## src/rtl/inpkt_dispatch_ctrl_pkg.sv

```systemverilog
// Shared constants and types for the input packet dispatch controller.
// The packet-type limit is the same constant the header parser is built with.

`ifndef INPKT_MSB_DEFINED
`define INPKT_MSB_DEFINED
// Index of the most significant bit needed to hold the value x.
`define MSB(x) ($clog2((x) + 1) - 1)
`endif

package inpkt_dispatch_ctrl_pkg;

    // Highest packet type the parser produces; keep in step with the parser.
    localparam int INPKT_MAX_TYPE   = 4;
    // Checksum bytes after the last data byte.
    localparam int INPKT_TRAIL_LEN  = 4;
    // Cycles from the last trailer byte to the parser's checksum verdict.
    localparam int INPKT_DONE_DELAY = 2;

    typedef enum logic [2:0] {
        ST_IDLE   = 3'd0,
        ST_HDR    = 3'd1,
        ST_TRAIL  = 3'd2,
        ST_PAUSED = 3'd3,
        ST_ERROR  = 3'd4
    } dispatch_state_t;

    // States in which a byte may be popped from the input FIFO. A pending
    // pause in IDLE wins over starting a new packet.
    function automatic logic state_can_accept(input dispatch_state_t s,
                                              input logic            pause);
        return ((s == ST_IDLE) && !pause) || (s == ST_HDR) || (s == ST_TRAIL);
    endfunction

endpackage

```

## src/rtl/inpkt_dispatch_ctrl_out_stage.sv

```systemverilog
// One-entry registered output stage feeding the per-type destination FIFOs.
// The held byte is written to the destination of its type whenever that
// destination is not full; a new byte may load in the same cycle it drains.

module dispatch_out_stage #(
    parameter int NUM_TYPES = 4,
    parameter int TYPE_W    = 3
) (
    input  logic                 clk,
    input  logic                 rst,
    input  logic                 load,
    input  logic [7:0]           load_data,
    input  logic [TYPE_W-1:0]    load_type,
    input  logic                 load_end,
    input  logic [NUM_TYPES-1:0] dest_full,
    output logic [7:0]           dest_din,
    output logic [NUM_TYPES-1:0] dest_wr_en,
    output logic                 dest_pkt_end,
    output logic                 out_free
);

    logic              out_valid_reg;
    logic [TYPE_W-1:0] out_type_reg;
    logic [7:0]        data_reg;
    logic              end_reg;
    logic              drain;

    // Type k lives on bit k-1; a write is gated by that destination's full flag.
    generate
        for (genvar gi = 0; gi < NUM_TYPES; gi++) begin : g_wr
            assign dest_wr_en[gi] = out_valid_reg
                                  & (out_type_reg == TYPE_W'(gi + 1))
                                  & ~dest_full[gi];
        end
    endgenerate

    assign drain        = |dest_wr_en;
    assign out_free     = ~out_valid_reg | drain;
    assign dest_din     = data_reg;
    assign dest_pkt_end = end_reg;

    // Hold register: load on request, stay valid until drained.
    always_ff @(posedge clk or posedge rst) begin
        if (rst) begin
            out_valid_reg <= 1'b0;
            out_type_reg  <= '0;
            data_reg      <= 8'h00;
            end_reg       <= 1'b0;
        end else begin
            if (load) begin
                data_reg     <= load_data;
                out_type_reg <= load_type;
                end_reg      <= load_end;
            end
            out_valid_reg <= load | (out_valid_reg & ~drain);
        end
    end

endmodule

```

## src/rtl/inpkt_dispatch_ctrl.sv

```systemverilog
// Input packet dispatch controller: pops the FWFT input FIFO into the header
// parser, routes data bytes to per-type destinations, tracks packet
// boundaries for pause and statistics, and latches the first parser error.

module inpkt_dispatch_ctrl
    import inpkt_dispatch_ctrl_pkg::*;
#(
    parameter int PKT_MAX_TYPE = INPKT_MAX_TYPE,
    parameter int PKT_TYPE_MSB = `MSB(PKT_MAX_TYPE),
    parameter int TRAIL_LEN    = INPKT_TRAIL_LEN,
    parameter int DONE_DELAY   = INPKT_DONE_DELAY
) (
    input  logic                    CLK,
    input  logic                    RESET,
    input  logic [7:0]              fifo_dout,
    input  logic                    fifo_empty,
    output logic                    fifo_rd_en,
    output logic [7:0]              parser_din,
    output logic                    parser_wr_en,
    input  logic [PKT_TYPE_MSB:0]   parser_pkt_type,
    input  logic                    parser_pkt_data,
    input  logic                    parser_pkt_end,
    input  logic                    parser_err,
    input  logic [PKT_MAX_TYPE-1:0] type_en,
    input  logic                    pause,
    output logic [7:0]              dest_din,
    output logic [PKT_MAX_TYPE-1:0] dest_wr_en,
    input  logic [PKT_MAX_TYPE-1:0] dest_full,
    output logic                    dest_pkt_end,
    output logic                    paused,
    output logic                    err,
    output logic [15:0]             pkt_done_count,
    output logic [15:0]             pkt_drop_count
);

    localparam int TW  = PKT_TYPE_MSB + 1;
    localparam int TCW = $clog2(TRAIL_LEN + 1);

    dispatch_state_t       state_reg;
    logic [TCW-1:0]        trail_cnt_reg;
    logic                  drop_reg;
    logic                  paused_reg;
    logic                  err_reg;
    logic [DONE_DELAY-1:0] pipe_valid_reg;
    logic [DONE_DELAY-1:0] pipe_drop_reg;
    logic [15:0]           done_cnt_reg;
    logic [15:0]           drop_cnt_reg;

    logic type_on;
    logic out_free;
    logic accept;
    logic load;
    logic trail_last;
    logic launch;

    // Enable bit of the parser's current type; out-of-range types read as disabled.
    always_comb begin
        type_on = 1'b0;
        for (int k = 1; k <= PKT_MAX_TYPE; k++) begin
            if (parser_pkt_type == TW'(k)) type_on = type_en[k-1];
        end
    end

    // A data byte of an enabled type needs room in the output stage; all
    // other bytes (header, trailer, discarded data) go straight to the parser.
    assign accept = state_can_accept(state_reg, pause) & ~fifo_empty
                  & (~parser_pkt_data | ~type_on | out_free) & ~RESET;
    assign load         = accept & parser_pkt_data & type_on;
    assign fifo_rd_en   = accept;
    assign parser_wr_en = accept;
    assign parser_din   = fifo_dout;

    assign trail_last = (trail_cnt_reg == TCW'(TRAIL_LEN - 1));
    assign launch     = (state_reg == ST_TRAIL) & accept & trail_last;

    assign paused         = paused_reg;
    assign err            = err_reg;
    assign pkt_done_count = done_cnt_reg;
    assign pkt_drop_count = drop_cnt_reg;

    dispatch_out_stage #(
        .NUM_TYPES (PKT_MAX_TYPE),
        .TYPE_W    (TW)
    ) u_out (
        .clk          (CLK),
        .rst          (RESET),
        .load         (load),
        .load_data    (fifo_dout),
        .load_type    (parser_pkt_type),
        .load_end     (parser_pkt_end),
        .dest_full    (dest_full),
        .dest_din     (dest_din),
        .dest_wr_en   (dest_wr_en),
        .dest_pkt_end (dest_pkt_end),
        .out_free     (out_free)
    );

    // Packet-boundary sequencer with registered paused/err flags.
    always_ff @(posedge CLK or posedge RESET) begin
        if (RESET) begin
            state_reg     <= ST_IDLE;
            trail_cnt_reg <= '0;
            drop_reg      <= 1'b0;
            paused_reg    <= 1'b0;
            err_reg       <= 1'b0;
        end else if (parser_err) begin
            state_reg  <= ST_ERROR;
            err_reg    <= 1'b1;
            paused_reg <= 1'b0;
        end else begin
            case (state_reg)
                ST_IDLE: begin
                    if (pause) begin
                        state_reg  <= ST_PAUSED;
                        paused_reg <= 1'b1;
                    end else if (accept && (fifo_dout != 8'h00)) begin
                        state_reg <= ST_HDR;
                    end
                end
                ST_HDR: begin
                    if (accept && parser_pkt_data && parser_pkt_end) begin
                        state_reg     <= ST_TRAIL;
                        trail_cnt_reg <= '0;
                        drop_reg      <= ~type_on;
                    end
                end
                ST_TRAIL: begin
                    if (accept) begin
                        if (trail_last) state_reg <= ST_IDLE;
                        else            trail_cnt_reg <= trail_cnt_reg + 1'b1;
                    end
                end
                ST_PAUSED: begin
                    if (!pause) begin
                        state_reg  <= ST_IDLE;
                        paused_reg <= 1'b0;
                    end
                end
                ST_ERROR: begin
                    state_reg <= ST_ERROR;
                end
                default: begin
                    state_reg <= ST_IDLE;
                end
            endcase
        end
    end

    // Done pipe waits for the checksum verdict, then counts the packet.
    always_ff @(posedge CLK or posedge RESET) begin
        if (RESET) begin
            pipe_valid_reg <= '0;
            pipe_drop_reg  <= '0;
            done_cnt_reg   <= 16'h0000;
            drop_cnt_reg   <= 16'h0000;
        end else begin
            pipe_valid_reg[0] <= launch;
            pipe_drop_reg[0]  <= drop_reg;
            for (int i = 1; i < DONE_DELAY; i++) begin
                pipe_valid_reg[i] <= pipe_valid_reg[i-1];
                pipe_drop_reg[i]  <= pipe_drop_reg[i-1];
            end
            if (pipe_valid_reg[DONE_DELAY-1] && !parser_err) begin
                if (pipe_drop_reg[DONE_DELAY-1]) drop_cnt_reg <= drop_cnt_reg + 16'd1;
                else                             done_cnt_reg <= done_cnt_reg + 16'd1;
            end
        end
    end

endmodule

```

## config.mk

```make
export PLATFORM = sky130hd
export DESIGN_NAME = inpkt_dispatch_ctrl
export DESIGN_NICKNAME = d
export VERILOG_FILES = /design/src/rtl/inpkt_dispatch_ctrl_pkg.sv /design/src/rtl/inpkt_dispatch_ctrl_out_stage.sv /design/src/rtl/inpkt_dispatch_ctrl.sv
export SDC_FILE = /design/constraint.sdc
export NUM_CORES = 1
export LEC_CHECK = 0
export BUFFER_PORTS_ARGS = -buffer_cell sky130_fd_sc_hd__buf_2
export CORE_MARGIN = 2
export CORE_UTILIZATION = 55
export CTS_BUF_LIST = sky130_fd_sc_hd__clkbuf_8
export CTS_CLUSTER_DIAMETER = 200
export DETAILED_ROUTE_END_ITERATION = 8
export PLACE_DENSITY = 0.91
export SYNTH_ARGS = -nofsm -noshare
export SYNTH_HDL_FRONTEND = slang
export SYNTH_HIERARCHICAL = 1
export SYNTH_SLANG_ARGS = --single-unit
```

## constraint.sdc

```tcl
create_clock -name CLK -period 6.8 [get_ports CLK]
set_input_delay 1.36 -clock CLK [delete_from_list [all_inputs] [get_ports CLK]]
set_output_delay 1.36 -clock CLK [all_outputs]
set_load 0.02 [all_outputs]
```

== Word-level counts from Yosys, hierarchy flattened ==
Cells that the tools add are included.
Cells by class
  $add $sub $neg: 3
  $mul: 0
  div/mod/pow operators: 0
  magnitude comparators: 0
  equal/unequal tests: 22
  shift-type cells: 0
  muxes and demuxes: 20
  bitwise gates (word level): 32
  reductions and logical operators: 20
Operators with widths (count)
  adder 16 x 1 -> 16 bit, second input constant: 2
  2-to-1 mux 3 bit: 10
  == test 3 x 2 -> 1 bit, second input constant: 7
  bitwise AND 1 bit: 16
  case mux 3 bit (5 select lines): 1
  inequality test 3 bit, second input constant: 4
  NOT 1 bit: 12
  AND reduction 5 bit: 2
  == test 3 x 1 -> 1 bit, second input constant: 3
  == test 3 bit, second input constant: 3
  nonzero test 8 bit: 1
  2-to-1 mux 1 bit: 7
  case mux 3 bit (2 select lines): 1
  AND reduction 3 bit: 2
  logical AND 1 bit: 5
  inequality test 2 bit, second input constant: 2
  inequality test 4 x 3 -> 1 bit, second input constant: 1
  bitwise OR 1 bit: 4
  AND reduction 2 bit: 2
  OR reduction 4 bit: 1
  adder 3 x 1 -> 3 bit, second input constant: 1
  logical NOT 3 bit: 1
  inequality test 3 x 2 -> 1 bit, second input constant: 1
  nonzero test 3 bit: 1
  5 further kinds: 7
Storage, ports and cells
  register bits: 58
  latch bits: 0
  bits in writable memories: 0
  memory bits (read-only): 0
  bits of input ports: 26
  output and inout bits: 57
  memories: 0

== Depth between registers and ports, before layout ==
Gate-level depths: netlist of run 1.
  word-level depth: 15
  mapped depth: 10

== Modules after synthesis ==
Netlist of run 1, hierarchy kept.
Modules (own cells, without submodules)
  inpkt_dispatch_ctrl: instances 1, cells each 197, area an instance 2238.4 um^2
  dispatch_out_stage: instances 1, cells each 45, area an instance 589.3 um^2

== Least setup slack after synthesis of run 1 ==
OpenSTA, ideal clock, no wires.
  path kind: input port to output port
  start: input dest_full[3]
  end: output parser_wr_en
  data arrival time: 2496 ps
  required time: 5440 ps
  setup slack: 2944 ps
  stages: 6
  buffers on the path: 1
  path through: nand2b_1 > o22a_1 > o221ai_1 > inv_1 > a41oi_4 > buf_4
On the way
  word-level cells in the longest chain between the ends: 7
Ends and longest elaborated chain
  start: declaration: RTL line inpkt_dispatch_ctrl.sv:28  | input logic [PKT_MAX_TYPE-1:0] dest_full,
  NOT 1 bit: RTL line inpkt_dispatch_ctrl_out_stage.sv:33  | & ~dest_full[gi];
  bitwise AND 1 bit: RTL line inpkt_dispatch_ctrl_out_stage.sv:33
  OR reduction 4 bit: RTL line inpkt_dispatch_ctrl_out_stage.sv:37  | assign drain = |dest_wr_en;
  bitwise OR 1 bit: RTL line inpkt_dispatch_ctrl_out_stage.sv:38  | assign out_free = ~out_valid_reg | drain;
  named net out_free: RTL line inpkt_dispatch_ctrl.sv:50  | logic out_free;
  bitwise OR 1 bit: RTL line inpkt_dispatch_ctrl.sv:67  | & (~parser_pkt_data | ~type_on | out_free) & ~RESET;
  bitwise AND 1 bit (2 in a row): RTL line inpkt_dispatch_ctrl.sv:67
  end: declaration: RTL line inpkt_dispatch_ctrl.sv:19  | output logic parser_wr_en,
The timed path passes the listed nets, and every way through them passes these cells.

== Final worst setup path of run 1 ==
Ends and elaborated chain as after synthesis.

==> flow_summary.json, run 1 <==
{
  "status": "finished clean",
  "firstDrtPassIters": 4,
  "drtAntennaViolNets": 0,
  "hold_buffers": 0,
  "whs_ns": 0.351,
  "drive_above_1_share_pct": 39.2,
  "avgSynthCellArea_um2": 11.7,
  "drc": 0,
  "insertion_delay_ns": 0.33,
  "detailedPlace.worstSlack_ns": 2.83,
  "cp_slowest_cell": "a41oi_4",
  "vias": 2111,
  "grt.total_usage_pct": 20.0,
  "hp-class": "reg -> reg",
  "pin_count": 83,
  "area_growth_pct": 19.9,
  "cts_sinks": 58,
  "clock_path_buffers": 2,
  "synth-seq-area-share_pct": 51.3,
  "fin_util_pct": 67.2,
  "min_period_ns": 3.97,
  "grt_pass1_wl_um": 8650,
  "die_w_um": 75.7,
  "max_stage_delay_ns": 0.28,
  "skew_ns": 0.00713,
  "drt_iter0_markers": 120,
  "nets": 350,
  "rows": 26,
  "fill_cells": 390,
  "power_density_nw_per_um2": 195,
  "diodes": 0,
  "fin_setup_tns_ns": 0,
  "port_buffers": 82,
  "setup_viol": 0,
  "place.gp.congestion": 0.834,
  "synth-seq-cells": 58,
  "grt_max_degree": 46,
  "cellInternalPower_mw": 0.509,
  "seqPwrFrac_pct": 52.9,
  "clkPwrFrac_pct": 41.1,
  "start_util_pct": 56.1,
  "vdd.ir_drop.worst_mv": 0.132,
  "avgViaCountPerCell": 5.36,
  "grt_antenna_before_repair": 0,
  "routed_wl_um": 5240,
  "netlist_area_um2": 2830,
  "yosys_warnings": 6,
  "cts_buffers": 9,
  "startpoint_type": "primary input",
  "final_cell_mix": "82 x buf_2, 58 x dfrtp_1, 21 x xnor2_1, 18 x nand2_1, 14 x mux2_2",
  "multiInputGateArea_um2": 1240,
  "cp.arrival_ns": 2.61,
  "tightest_slew_ns": 0.548,
  "h-tree-depth": 3,
  "cp.required_ns": 5.44,
  "p_sw_share_pct": 23.1,
  "p_leak_nw": 1.79,
  "postCtsSetupRepairBufs": 0,
  "worstPathMaxFanout": 7,
  "synth_nets": 272,
  "final-seq-area_um2": 1450,
  "slew_viol_final": 0,
  "core_region_area_um2": 5040,
  "final_common_cell": "buf_2",
  "slew_headroom_pct": 63.4,
  "p_total_mw": 0.663,
  "die_h_um": 75.7,
  "pwr-share-comb_pct": 6.0,
  "finalCritPeriodShare_pct": 58.3,
  "cts_tree": "done",
  "cts.clk_slew.worst_paths_ns": 0.06,
  "grt-ovfl-total": 0,
  "layout_setup_ws_ns": 2.83,
  "synthArstFlopShare_pct": 100,
  "synth_cell_types": 51,
  "grt_setup_unrepaired": "no",
  "endpoint_kind": "primary output",
  "hold_depth": 0,
  "switchingPower_mw": 0.153,
  "cts_root_buf": "clkbuf_8",
  "max_freq_ghz": 0.252,
  "r2r_cells": 9,
  "hold_viol_final": 0,
  "dp.final_hpwl_um": 3930,
  "synthFlopType": "dfrtp_1",
  "crit_top_cell": "buf_2",
  "dieArea_um2": 5730,
  "maxCapViolations": 0,
  "crit_type": "in -> out",
  "syn_inst": 242,
  "synth_edf_count": 0,
  "path_cells": "buf_2, nand2b_1, o22a_1, o221ai_1, inv_1, a41oi_4, buf_2",
  "cts_resized": 0,
  "grt_pass1_vias": 2023,
  "routedWlPerCell_um": 13.3
}
==> kinds of logic after synthesis <==
| kind of cell | after synthesis | synth area share, % |
|---|---|---|
| DFF | 58 | 51.3 |
| muxes | 18 | 7.52 |
| adders and majority gates | 4 | 1.77 |
| and+or+nand+nor | 92 | 19.6 |
| buffers and inverters | 22 | 4.78 |
| xor gates and xnor gates | 30 | 9.29 |
| AOI/OAI and AO/OA | 18 | 5.66 |
==> area by class of cell <==
class | count | area share (%)
clock buffers | 11 | 4.46
multi-input cells | 162 | 36.6
well taps | 70 | 2.58
clock inverters | 4 | 0.554
flip-flops and latches | 58 | 42.8
repair buffers | 83 | 12.3
inverters | 6 | 0.664
==> metal layers <==
| layer | routed length [um] | GRT usage, % | up-vias |
|---|---|---|---|
| met5 | 0 | 0 | - |
| met2 | 2500 | 33.6 | 88 |
| met3 | 368 | 5.69 | 7 |
| met4 | 61 | 9.16 | 0 |
| met1 | 2310 | 23.8 | 1018 |
| li1 | - | - | 998 |
==> worst max-delay path: cells and delay by family <==
kind | cells | cell delay, ns
AOI/OAI and AO/OA | 3 | 0.67
buffers and inverters | 3 | 0.43
and+or+nand+nor | 1 | 0.14
==> stage by stage <==
step	instance area (um^2)	instances
6_report	3390	394
5_1_grt	3390	394
4_1_cts	3390	394
3_5_place_dp	3220	379
3_3_place_gp	3220	379
2_1_floorplan	2830	242
==> cell usage after synthesis (2+ instances only) <==
library cell   n  area [um^2]
a21oi_1        2         10.0
and3_1         7         43.8
and4_1         4         35.0
buf_2          3         15.0
buf_4         11         82.6
dfrtp_1       58         1450
ha_1           4         50.1
inv_1          6         22.5
mux2_2        14          158
mux2_4         3         45.0
nand2_1       18         67.6
nand2b_1       9         56.3
nand3_1       11         55.1
nand3b_1       2         15.0
nand4_1        8         50.1
nor2_1        11         41.3
nor2b_1        3         18.8
nor3_1         4         20.0
nor4_1         2         12.5
o211ai_2       2         25.0
o21ai_0        2         10.0
xnor2_1       21          184
xor2_1         9         78.8
==> final timing paths <==
check	to	start	slack, ns
worst max-delay path	parser_wr_en	dest_full[3]	2.83
max in group asynchronous	pkt_done_count[7]$_DFFE_PP0P_	RESET	5.22
worst min register to register	pipe_drop_reg[1]$_DFF_PP0_	pipe_drop_reg[0]$_DFF_PP0_	0.35
worst min-delay path	pipe_drop_reg[1]$_DFF_PP0_	pipe_drop_reg[0]$_DFF_PP0_	0.35
min in group asynchronous	u_out/out_type_reg[0]$_DFFE_PP0P_	RESET	1.10
worst max register to register	u_out/out_valid_reg$_DFF_PP0_	u_out/out_type_reg[2]$_DFFE_PP0P_	4.42
==> power groups by stage <==
stage	registers, mW	clock network [mW]	logic, mW
finish	0.351	0.272	0.0397
global route	0.351	0.294	0.0437
CTS	0.351	0.280	0.0406
detailed placement	0.357	0	0.0404
global placement	0.357	0	0.0394
floorplan	0.360	0	0.0215
(Power assumes the default switching activity.)
==> run 2: changes to the inputs <==
- CORE_UTILIZATION: 55 -> 48
- PLACE_DENSITY: 0.91 -> 0.85
- clock period: 6.8 -> 3.35 ns (I/O delays scaled with it)
==> run 2 against run 1 <==
Effect of this change:
- sequential share of layout area shrank 0.64 points
- sequential power rose by 100%
- cell count is 0.76% higher
- register-to-register slack worse by 3.5 ns
- flip-flop and latch count stayed put
- critical endpoint is now fifo_rd_en
==> flow_summary.json, run 2 (synthesized netlist as in run 1, its figures left out) <==
{
  "dp.final_hpwl_um": 3900,
  "grt_max_degree": 29,
  "cts.clk_slew.worst_paths_ns": 0.07,
  "vias": 2070,
  "grt.total_usage_pct": 17.9,
  "area_growth_pct": 21.7,
  "crit_family": "compound AO/OA/AOI/OAI gates",
  "hold_buffers": 0,
  "grt-ovfl-total": 0,
  "min_period_ns": 2.65,
  "cp.arrival_ns": 1.98,
  "grt_pass1_wl_um": 9040,
  "slew_viol_final": 0,
  "path_cells": "mux2_4, o221ai_1, inv_1, a41oi_4, buf_2",
  "max_freq_ghz": 0.378,
  "p_sw_share_pct": 22.0,
  "grt_antenna_before_repair": 0,
  "whs_ns": 0.352,
  "cp_slowest_cell": "dfrtp_1",
  "tightest_slew_ns": 0.616,
  "diodes": 0,
  "place.gp.congestion": 0.764,
  "detailedPlace.worstSlack_ns": 0.605,
  "final_common_cell": "buf_2",
  "die_h_um": 80.8,
  "drtAntennaViolNets": 0,
  "p_leak_nw": 1.80,
  "grt_setup_unrepaired": "no",
  "cp.required_ns": 2.68,
  "firstDrtPassIters": 4,
  "core_region_area_um2": 5610,
  "cp_num_buf_inv": 2,
  "pin_count": 83,
  "cts_buffers": 9,
  "status": "finished clean",
  "slew_headroom_pct": 58.7,
  "cts_root_buf": "clkbuf_8",
  "finalCritPeriodShare_pct": 79.0,
  "p_total_mw": 1.50,
  "fin_setup_tns_ns": 0,
  "postCtsSetupRepairBufs": 0,
  "fill_cells": 481,
  "start_util_pct": 50.4,
  "rows": 27,
  "avgViaCountPerCell": 5.21,
  "drc": 0,
  "final_cell_mix": "82 x buf_2, 58 x dfrtp_1, 21 x xnor2_1, 18 x nand2_1, 14 x mux2_2",
  "cts_tree": "done",
  "startpoint": "u_out/out_type_reg[0]$_DFFE_PP0P_",
  "nets": 350,
  "hold_viol_final": 0,
  "power_density_nw_per_um2": 436,
  "multiInputGateArea_um2": 1240,
  "insertion_delay_ns": 0.34,
  "routedWlPerCell_um": 13.6,
  "fin_util_pct": 61.4,
  "seqPwrFrac_pct": 47.4,
  "cts_sinks": 58,
  "routed_wl_um": 5390,
  "pwr-share-comb_pct": 5.4,
  "skew_ns": 0.0102,
  "vdd.ir_drop.worst_mv": 0.310,
  "endpoint_kind": "primary output",
  "port_buffers": 82,
  "die_w_um": 80.8,
  "clkPwrFrac_pct": 47.2,
  "drive_above_1_share_pct": 39.4,
  "startpoint_type": "register",
  "maxCapViolations": 0,
  "final-seq-area_um2": 1450,
  "r2r_start": "u_out/out_type_reg[0]$_DFFE_PP0P_",
  "worstPathMaxFanout": 7,
  "h-tree-depth": 3,
  "max_stage_delay_ns": 0.47,
  "layout_setup_ws_ns": 0.702,
  "hp-start": "pipe_drop_reg[0]$_DFF_PP0_",
  "cellInternalPower_mw": 1.17,
  "grt_pass1_vias": 2050,
  "switchingPower_mw": 0.331,
  "hp-class": "reg -> reg",
  "clock_path_buffers": 2,
  "dieArea_um2": 6520,
  "setup_viol": 0,
  "cts_resized": 0,
  "crit_type": "reg -> out",
  "drt_iter0_markers": 45
}
-- run 2: cell count changes in the layout (fill, tap and decap cells not counted) --
cell        delta
clkinv_2       -1
clkinvlp_4     +1
bufinv_16      +2
clkbuf_8       -1
-- run 2: through the flow --
| stage | cell area (um^2) | std cells |
|---|---|---|
| 2_1_floorplan | 2830 | 242 |
| 3_3_place_gp | 3220 | 381 |
| 3_5_place_dp | 3220 | 381 |
| 4_1_cts | 3440 | 397 |
| 5_1_grt | 3440 | 397 |
| 6_report | 3440 | 397 |
-- run 2: power groups by stage --
stage               Sequential [mW]  Combinational [mW]  Clock, mW
floorplan                     0.730              0.0437          0
global placement              0.724              0.0804          0
detailed placement            0.725              0.0818          0
CTS                           0.712              0.0821      0.720
global route                  0.712              0.0898      0.763
finish                        0.712              0.0805      0.708
-- run 2: final cells by class --
class / count / area share [%]
timing repair buffer: 83 / 12.1
sequential: 58 / 42.2
clock buffer: 10 / 4.00
clock inverter: 6 / 2.36
tap: 72 / 2.62
inverter: 6 / 0.654
multi-input combinational: 162 / 36.1
-- run 2: path summary, 6_finish.rpt --
check | end | slack, ns | cells after the start
setup / recovery | fifo_rd_en | 0.70 | 5
hold / removal | pipe_drop_reg[1]$_DFF_PP0_ | 0.35 | 0
setup reg to reg | u_out/out_valid_reg$_DFF_PP0_ | 0.92 | 8
hold reg to reg | pipe_drop_reg[1]$_DFF_PP0_ | 0.35 | 0
max in group asynchronous | pkt_done_count[13]$_DFFE_PP0P_ | 2.26 | 3
min in group asynchronous | pipe_drop_reg[1]$_DFF_PP0_ | 0.36 | 2
-- run 2: layer usage --
metal / vias to the layer above / share of wire [%] / GRT usage, %
met2: 86 / 48 / 29.3
met5: - / 0 / 0
li1: 996 / - / -
met1: 980 / 43 / 22.3
met4: 0 / 1.1 / 6.44
met3: 8 / 7.3 / 5.89
